--- config.mk ---
export PLATFORM = sky130hd
export DESIGN_NAME = audio_avg_filter
export DESIGN_NICKNAME = d
export VERILOG_FILES = /design/src/rtl/audio_avg_filter.sv
export SDC_FILE = /design/constraint.sdc
export NUM_CORES = 1
export LEC_CHECK = 0
export ABC_AREA = 1
export BUFFER_PORTS_ARGS = -buffer_cell sky130_fd_sc_hd__buf_2
export CAP_MARGIN = 30
export CORE_MARGIN = 2
export CORE_UTILIZATION = 31
export CTS_CLUSTER_DIAMETER = 120
export DETAILED_ROUTE_END_ITERATION = 10
export GPL_ROUTABILITY_DRIVEN = 0
export PLACE_DENSITY = 0.54
export SYNTH_ARGS = -nofsm -noshare
export SYNTH_HDL_FRONTEND = slang
export SYNTH_SLANG_ARGS = --single-unit
--- constraint.sdc ---
create_clock -name clock -period 7.1 [get_ports clock]
set_input_delay 0.355 -clock clock [delete_from_list [all_inputs] [get_ports clock]]
set_output_delay 0.355 -clock clock [all_outputs]
set_load 0.05 [all_outputs]
--- src/rtl/audio_avg_filter.sv ---
`default_nettype none
// ============================================================================
// Module   : audio_avg_filter
// Purpose  : N-tap moving-average (boxcar FIR) noise filter for signed audio
//            samples, one instance per channel. Each accepted sample is
//            pre-scaled by 1/N and a running sum of the last N scaled terms
//            is kept, so no divider is needed. Includes a bypass for A/B
//            listening.
// Ports    : clock      - system clock
//            reset      - asynchronous, active-low reset
//            in_valid   - sample strobe, one cycle per new sample
//            in_data    - incoming signed sample (DATA_W bits)
//            filter_en  - 1 = averaging, 0 = bypass
//            out_valid  - one-cycle pulse, out_data updated this cycle
//            out_data   - filtered (or bypassed) signed sample
// Options  : define AUDIO_AVG_ROUND_EN to round each scaled term half toward
//            +inf instead of truncating toward -inf.
// Revision : 1.0 - initial release
// ============================================================================
module audio_avg_filter #(
    parameter int DATA_W = 24,
    parameter int LOG2_N = 3
) (
    input  logic              clock,
    input  logic              reset,
    input  logic              in_valid,
    input  logic [DATA_W-1:0] in_data,
    input  logic              filter_en,
    output logic              out_valid,
    output logic [DATA_W-1:0] out_data
);

    localparam int N     = 2**LOG2_N;
    localparam int ACC_W = DATA_W + 1;
    localparam int SUM_W = DATA_W + 2;

    logic signed [ACC_W-1:0]  in_ext;
    logic signed [ACC_W-1:0]  term;
    logic signed [ACC_W-1:0]  hist [N];
    logic signed [ACC_W-1:0]  acc;
    logic signed [ACC_W-1:0]  oldest;
    logic signed [SUM_W-1:0]  sum_next;
    logic signed [ACC_W-1:0]  acc_next;
    logic        [DATA_W-1:0] sat_out;
    logic        [LOG2_N:0]   fill_cnt;
    logic        [LOG2_N-1:0] wptr;
    logic                     full;

    assign in_ext = {in_data[DATA_W-1], in_data};

`ifdef AUDIO_AVG_ROUND_EN
    localparam logic signed [ACC_W-1:0] HALF = ACC_W'(1) << (LOG2_N - 1);
    logic signed [ACC_W-1:0] rounded;

    // One extra bit of headroom, so adding the half-LSB never overflows.
    assign rounded = in_ext + HALF;
    assign term    = rounded >>> LOG2_N;
`else
    assign term    = in_ext >>> LOG2_N;
`endif

    // fill_cnt saturates at exactly N = 2**LOG2_N, so its MSB marks "full".
    assign full     = fill_cnt[LOG2_N];
    assign oldest   = full ? hist[wptr] : '0;
    assign sum_next = SUM_W'(acc) + SUM_W'(term) - SUM_W'(oldest);
    assign acc_next = sum_next[ACC_W-1:0];

    // Clamp the DATA_W+1 bit sum into the DATA_W signed output range.
    always_comb begin
        sat_out = acc_next[DATA_W-1:0];
        if (acc_next[ACC_W-1] != acc_next[DATA_W-1]) begin
            if (acc_next[ACC_W-1]) begin
                sat_out = {1'b1, {(DATA_W-1){1'b0}}};
            end else begin
                sat_out = {1'b0, {(DATA_W-1){1'b1}}};
            end
        end
    end

    always_ff @(posedge clock or negedge reset) begin
        if (!reset) begin
            out_valid <= 1'b0;
            out_data  <= '0;
            acc       <= '0;
            fill_cnt  <= '0;
            wptr      <= '0;
        end else begin
            out_valid <= in_valid;
            if (in_valid) begin
                if (filter_en) begin
                    out_data <= sat_out;
                    acc      <= acc_next;
                    wptr     <= wptr + 1'b1;
                    if (!full) begin
                        fill_cnt <= fill_cnt + 1'b1;
                    end
                end else begin
                    // Bypass also restarts warm-up for the next enable.
                    out_data <= in_data;
                    acc      <= '0;
                    fill_cnt <= '0;
                    wptr     <= '0;
                end
            end
        end
    end

    // History is never read before it is rewritten after reset, so it
    // carries no reset.
    always_ff @(posedge clock) begin
        if (in_valid && filter_en) begin
            hist[wptr] <= term;
        end
    end

endmodule
`default_nettype wire

[Yosys cells after proc, flatten, opt, wreduce, memory -nomap -nowiden]
Memory sizes are Yosys's and may differ from the RTL's.
Cells that the tools add are included.
Storage, ports and cells
  output and inout port bits: 25
  memory bits (read-only): 0
  memory bits (writable): 200
  latch bits: 0
  input port bits: 28
  memories kept: 1
  flip-flop bits (word level): 57
Cells by class
  shift-type cells: 0
  multiplexer cells: 10
  add/sub/neg operators: 4
  multipliers: 0
  bitwise logic cells: 0
  magnitude comparators: 0
  div/mod/pow operators: 0
  reductions and logical operators: 2
  equality and inequality tests: 2
Memory list
  hist: words 8, width 25, rd ports 1, clocked after Yosys merged registers in 0, wr ports 1, RTL line 39  | logic signed [ACC_W-1:0] hist [N];
Operators with widths (number)
  $mux W24: 3
  $mux W25: 2
  $add A25 B21 Y25: 1
  $sub A25 B25 Y25: 1
  $mux W4: 2
  $add A4 B1 Y4 const B: 1
  $add A3 B1 Y3 const B: 1
  $mux W3: 1
  $mux W1: 2
  $ne A2 B2 Y1 const B: 1
  $reduce_and A2 Y1: 1
  $logic_and A1 B1 Y1: 1
  $ne A1 B1 Y1: 1

[Longest topological paths before layout]
Gate-level depths: netlist (run 1).
An unclocked memory read counts as a cell.
  word-level depth: 6
  gate-level depth with buffers: 26
  depth with buffers taken out: 25

[Worst setup path after synthesis (run 1)]
OpenSTA, ideal clock, no wires.
  kind: reg2reg
  from: register wptr[1]
  to: register out_data[20]
  clock period less this slack: 3535 ps
  slack: 3565 ps
  arrival: 3461 ps
  required time: 7027 ps
  library setup time: 73 ps
  path buffers: 1
  cell stages (with the launch flop): 20
  cell sequence: dfrtp_1 nor2_1 a22o_1 a21oi_1 a221oi_1 fa_1 inv_1 ha_1 nand2_1 inv_1 nand2_1 nand2_1 a21oi_1 nand3_2 nand2_1 nand2_2 nand2_2 buf_6 nand3_1 a21oi_2
On the way
  cells in the longest elaborated chain, start to end: 6
  elaborated cells on any way between the ends: 7
  classes of those cells: add/sub: 1; eq/ne: 1; mux: 4; memory: 1
RTL lines
  from (decl): RTL line 46  | logic [LOG2_N-1:0] wptr;
  from (signal assigned): RTL line 93  | wptr <= wptr + 1'b1;
  $mem_v2 Z8 W25 *
  $mux W25 *: RTL line 64  | assign oldest = full ? hist[wptr] : '0;
  $sub A25 B25 Y25 *: RTL line 65  | assign sum_next = SUM_W'(acc) + SUM_W'(term) - SUM_W'(oldest);
  $mux W24 or $ne A1 B1 Y1 (tied branches): RTL line 72, 71
  $mux W24 *: RTL line 71  | if (acc_next[ACC_W-1] != acc_next[DATA_W-1]) begin
  $mux W24 *: RTL line 90  | if (filter_en) begin
  to (signal assigned): RTL line 91  | out_data <= sat_out;
  to (signal assigned): RTL line 99  | out_data <= in_data;
  to (decl): RTL line 30  | output logic [DATA_W-1:0] out_data
Every way passes the cells marked *; elsewhere a longest branch is shown, timed or not.
A chain may end at the register's enable or synchronous reset.

[Worst setup path after layout (run 1)]
  from: register wptr[2]
  to: register out_data[11]
Same word-level chain as after synthesis.

==> results of run 1 <==
==> sequential cells by signal, indices dropped and copies added, names as in the netlist <==
signal     cells
hist         168
acc           25
out_data      24
fill_cnt       4
wptr           3
out_valid      1
==> metrics by stage <==
step / hold slack [ns] / utilization [%] / instance area (um2) / setup slack (ns) / std cells
6_report: -0.0218 / 35.4 / 12900 / 2.38 / 1684
5_1_grt: 0.0468 / 35.4 / 12900 / 2.03 / 1684
4_1_cts: 0.00406 / 35.4 / 12900 / 2.33 / 1684
3_5_place_dp: 0.472 / 33.4 / 12200 / 2.37 / 1639
3_3_place_gp: 0.477 / 33.4 / 12200 / 2.46 / 1639
2_1_floorplan: 0.0594 / - / 11400 / 3.57 / 1151
==> Yosys cell counts, types with 7 or more instances <==
cell,instances,area share [%]
nor2_1,208,6.8
edfxtp_1,168,44
nand2_1,149,4.9
inv_1,144,4.7
o21ai_0,115,5.0
dfrtp_1,57,12
nand3_1,38,1.7
clkbuf_1,34,1.1
a21oi_1,31,1.4
ha_1,28,3.1
fa_1,24,4.2
a21oi_2,21,1.6
o21ai_2,20,1.5
a41oi_1,18,1.4
nand2_2,18,0.98
nand4_1,11,0.60
xor2_1,11,0.84
nor2_2,7,0.38
==> kinds of logic (layout without fill, tap and decap cells) <==
kind of cell               count (synthesis)  in the layout  share of synthesized area (%)
adders and majority gates                 52             52                           7.26
and+or+nand+nor                          444            444                           16.2
AOI/OAI and AO/OA                        221            221                           11.9
xor gates and xnor gates                  17             17                           1.30
buffers and inverters                    192            257                           6.77
DFF                                      225            225                           56.5
==> power by group <==
group,internal (mW),switching (mW)
clock network,0.660,0.527
logic,0.685,1.56
registers,1.57,0.0845
==> path summary, 6_finish.rpt <==
kind,from,to
setup / recovery,wptr[2],out_data[11]
hold / removal,reset,out_valid
setup reg to reg,wptr[2],out_data[11]
hold reg to reg,out_data[2],out_data[2]
max in group asynchronous,reset,wptr[0]
min in group clock,in_data[0],out_data[0]
==> per-layer routing <==
layer	part of all wire, %	track usage, %
met1	48	22.5
met2	46	26.4
met3	3.7	1.79
met4	2.2	4.21
met5	0	0
==> critical path, cell delays in order (launching register included) <==
cell      delay (ns)
dfrtp_1         0.40
nand2_1         0.60
inv_1           0.35
a21oi_1         0.12
a221oi_1        0.43
buf_4           0.26
fa_1            0.42
inv_1           0.07
ha_1            0.28
nand2_1         0.16
inv_1           0.05
nand2_1         0.06
nand2_1         0.04
a21oi_1         0.28
nand3_2         0.14
nand2_1         0.09
nand2_2         0.07
nand2_2         0.43
nand3_1         0.21
a21oi_2         0.18
==> layout by cell type (no fill, tap or decap), types with 25 or more instances in the layout <==
master	count
nor2_1	200
inv_1	143
o21ai_0	115
nand3_1	38
a21oi_1	31
ha_1	28
clkbuf_16	25
edfxtp_1	168
buf_2	52
dfrtp_1	56
nand2_1	149
==> cell type report <==
type                    instances  area, um2  share of cell area, %
clock inverters                10       56.3                  0.435
clock buffers                  35        673                   5.21
multi-input cells             734       4240                   32.8
well taps                     468        586                   4.53
flip-flops and latches        225       6470                   50.1
inverters                     148        556                   4.30
repair buffers                 64        350                   2.71
==> results.sh, run 1 <==
export IMPL_status="finished with violations"
export IMPL_failed_checks="hold timing"
export IMPL_grt_pass1_wl_mm=47.6
export IMPL_wl_mm=30.2
export IMPL_hpwl_mm=19.7
export IMPL_grt_use_total_pct=16.0
export IMPL_path_max_fanout=22
export IMPL_start_util_pct=31.3
export IMPL_worstSetupPathType="flop to flop"
export IMPL_cts_resized=0
export IMPL_clockBufferDepth=3
export IMPL_row_count=70
export IMPL_rsz0062_at_grt="false"
export IMPL_hold_viol_final=20
export IMPL_die_h_um=196
export IMPL_power_mw=5.09
export IMPL_ant_nets=0
export IMPL_avgRoutedWirePerCell_um=17.9
export IMPL_syn2layout_area_growth_pct=13.0
export IMPL_fin_tns_setup_ns=0
export IMPL_synth_async_reset_ratio_pct=25.3
export IMPL_num_vias=8140
export IMPL_required_ns=7.56
export IMPL_fill_cells=3649
export IMPL_rr_worst_depth=19
export IMPL_die_w_um=196
export IMPL_port_buffers=52
export IMPL_cts_root_buf="clkbuf_16"
export IMPL_synth_avg_cell_area_um2=9.94
export IMPL_core_um2=36500
export IMPL_ys_flop_type="edfxtp_1"
export IMPL_num_io_pins=53
export IMPL_grt_pass1_vias=8237
export IMPL_slew_headroom_pct=34.5
export IMPL_clk_latency_ns=0.54
export IMPL_critPathCaptureType="flop"
export IMPL_post_route_period_util_pct=66.5
export IMPL_insertedDiodeCount=0
export IMPL_drc=0
export IMPL_drive_gt1_share_pct=14.4
export IMPL_grt_overflow_total=0
export IMPL_clock_sinks=225
export IMPL_seq_area_frac_synth_pct=56.5
export IMPL_routed_via_density=4.83
export IMPL_final_nets=1278
export IMPL_maxSlewViolCount=0
export IMPL_cellLeakagePower_nw=5.20
export IMPL_hold_class="input port to asynchronous set/reset pin"
export IMPL_arrival_ns=5.19
export IMPL_syn_area_um2=11400
export IMPL_clk_pin_slew_worst_paths_ns=0.06
export IMPL_rrSetupSlack_ns=2.38
export IMPL_grt_max_degree=84
export IMPL_fin_crit_ns=4.72
export IMPL_holdWs_ns=-0.0218
export IMPL_synth_distinct_cells=37
export IMPL_cts_buffers=25
export IMPL_synth_edf_count=168
export IMPL_setup_viol=0
export IMPL_cts_tree="done"
export IMPL_ctsHoldBuffers=0
export IMPL_synthCells=1151
export IMPL_post_cts_repair_setup_buffers=0
export IMPL_syn_num_nets=1231
export IMPL_cp_start_kind="flop"
export IMPL_dieArea_um2=38500
export IMPL_drv_cap=0
export IMPL_grt_antenna_before_repair=0
export IMPL_fmax_ghz=0.212
export IMPL_fin_skew_ns=0.0101
export IMPL_tightest_slew_ns=0.981
export IMPL_p_per_area_nw_per_um2=394
export IMPL_ys_warn_count=0
export IMPL_ys_ff_latch=225
export IMPL_peakVddDrop_mv=0.191
export IMPL_h_tree_depth=1
export IMPL_drtIter0Drc=663
export IMPL_dr_pass1_iters=5
Note: power is estimated with default switching activity, not from simulation.
==> run 2, diff against run 1 <==
Settings changed: PLACE_DENSITY 0.54 to 0.56.
Clock period 7.1 ns to 4.1 ns, I/O delays scaled along.
==> run 2 against run 1 <==
The flow now finishes without violations. Non-clock buffer count grew 35. Combinational power grew 79%. Setup slack lost 2.1 ns. Clock skew grew 0.0031 ns. First-iteration DRC count shrank 13%. Die area is the same. Global-route usage shrank 0.16 points. Total power grew 78%. Clock-buffer cell count is the same. Register-to-register slack lost 2.1 ns. Critical path type unchanged.
==> results.sh, run 2 (synthesis gave the netlist of run 1 again) <==
export IMPL_rrSetupSlack_ns=0.32
export IMPL_hold_viol_final=0
export IMPL_grt_use_total_pct=15.9
export IMPL_start_util_pct=31.3
export IMPL_grt_max_degree=58
export IMPL_grt_pass1_vias=8244
export IMPL_status="finished clean"
export IMPL_design_area_um2=13400
export IMPL_die_h_um=196
export IMPL_avgRoutedWirePerCell_um=17.5
export IMPL_setup_viol=0
export IMPL_cts_buffers=25
export IMPL_drtIter0Drc=574
export IMPL_dieArea_um2=38500
export IMPL_final_cells=1719
export IMPL_drv_cap=0
export IMPL_drc=0
export IMPL_row_count=70
export IMPL_hpwl_mm=21.1
export IMPL_ant_nets=0
export IMPL_drive_gt1_share_pct=18.4
export IMPL_cts_root_buf="clkbuf_16"
export IMPL_insertedDiodeCount=0
export IMPL_placed_area_um2=12500
export IMPL_p_per_area_nw_per_um2=674
export IMPL_dp_cells=1671
export IMPL_num_vias=8205
export IMPL_final_cell_mix="nor2_1, edfxtp_1, nand2_1"
export IMPL_power_mw=9.04
export IMPL_dr_pass1_iters=7
export IMPL_worstSetupPathType="flop to flop"
export IMPL_arrival_ns=4.23
export IMPL_h_tree_depth=1
export IMPL_fin_tns_setup_ns=0
export IMPL_regMostFlops="hist"
export IMPL_hold_class="input port to flop"
export IMPL_grt_antenna_before_repair=0
export IMPL_finish_utilization_pct=36.7
export IMPL_clk_pin_slew_worst_paths_ns=0.06
export IMPL_clk_latency_ns=0.51
export IMPL_die_w_um=196
export IMPL_cp_start_kind="flop"
export IMPL_grt_pass1_wl_mm=47.3
export IMPL_num_io_pins=53
export IMPL_fin_skew_ns=0.0132
export IMPL_tightest_slew_ns=0.801
export IMPL_routed_via_density=4.77
export IMPL_core_um2=36500
export IMPL_wl_mm=30.1
export IMPL_required_ns=4.54
export IMPL_peakVddDrop_mv=0.341
export IMPL_grt_overflow_total=0
export IMPL_largest_reg_flops=168
export IMPL_fmax_ghz=0.264
export IMPL_path_max_fanout=14
export IMPL_dp_slack_ns=0.0709
export IMPL_port_buffers=52
export IMPL_final_nets=1313
export IMPL_cts_tree="done"
export IMPL_mostFrequentLayoutCell="nor2_1"
export IMPL_critPathCaptureType="flop"
export IMPL_syn2layout_area_growth_pct=17.2
export IMPL_clock_sinks=225
export IMPL_clockBufferDepth=3
export IMPL_holdWs_ns=0.0184
export IMPL_fin_crit_ns=3.78
export IMPL_maxSlewViolCount=0
export IMPL_largest_registers="hist: 168 flops, acc: 25 flops, out_data: 24 flops"
export IMPL_cellLeakagePower_nw=5.42
export IMPL_slew_headroom_pct=46.6
export IMPL_post_route_period_util_pct=92.3
export IMPL_setup_slack_ns=0.316
run 2: changes by cell type in the layout (fill, tap and decap cells not counted), sizes merged:
cell	before	now
bufinv	0	2
buf	64	96
clkinvlp	0	1
dlygate4sd3	0	3
inv	146	145
clkinv	12	10
run 2: worst paths after layout:
kind	cells after the start	endpoint	startpoint
hold reg to reg	2	out_data[2]	out_data[2]
min in group asynchronous	3	acc[24]	reset
setup / recovery	20	out_data[9]	wptr[1]
max in group asynchronous	3	wptr[0]	reset
hold / removal	5	out_data[2]	in_data[2]
setup reg to reg	20	out_data[9]	wptr[1]
run 2: metal layers:
layer,up-vias,GRT usage [%],part of all wire (%)
met3,32,1.65,3.9
met5,-,0,0
li1,4006,-,-
met4,0,4.12,1.9
met1,3998,22.0,46
met2,169,26.7,48
run 2: layout make-up:
cell class	count	area [um2]
fillers	3632	23100
clock buffers	35	673
clock inverters	10	103
repair buffers	99	703
multi-input cells	734	4320
flip-flops and latches	225	6470
well taps	468	586
inverters	148	556
run 2: report_power, final:
| group | internal (mW) | switching [mW] |
|---|---|---|
| clock | 1.27 | 0.881 |
| sequential | 2.72 | 0.139 |
| combinational | 1.31 | 2.72 |
run 2: critical path, cell delays in order (launching register included):
cell	delay (ns)
dfrtp_2	0.44
nor2_1	0.16
inv_1	0.16
buf_4	0.23
nor2_1	0.10
o21ai_0	0.08
a41oi_1	0.36
fa_1	0.47
inv_1	0.06
ha_1	0.26
a21oi_1	0.23
and2_1	0.15
nand2_1	0.07
nand2_1	0.11
nand3_2	0.09
nand2_1	0.08
nand2_2	0.07
nand2_2	0.08
buf_4	0.20
nand3_1	0.12
a21oi_2	0.16
run 2: repair_timing:
item,in CTS,in global routing
gates resized for setup,0,22
setup endpoints to repair,0,23
hold buffers,3,0
endpoints found under the hold margin,59,0
buffers inserted,0,0
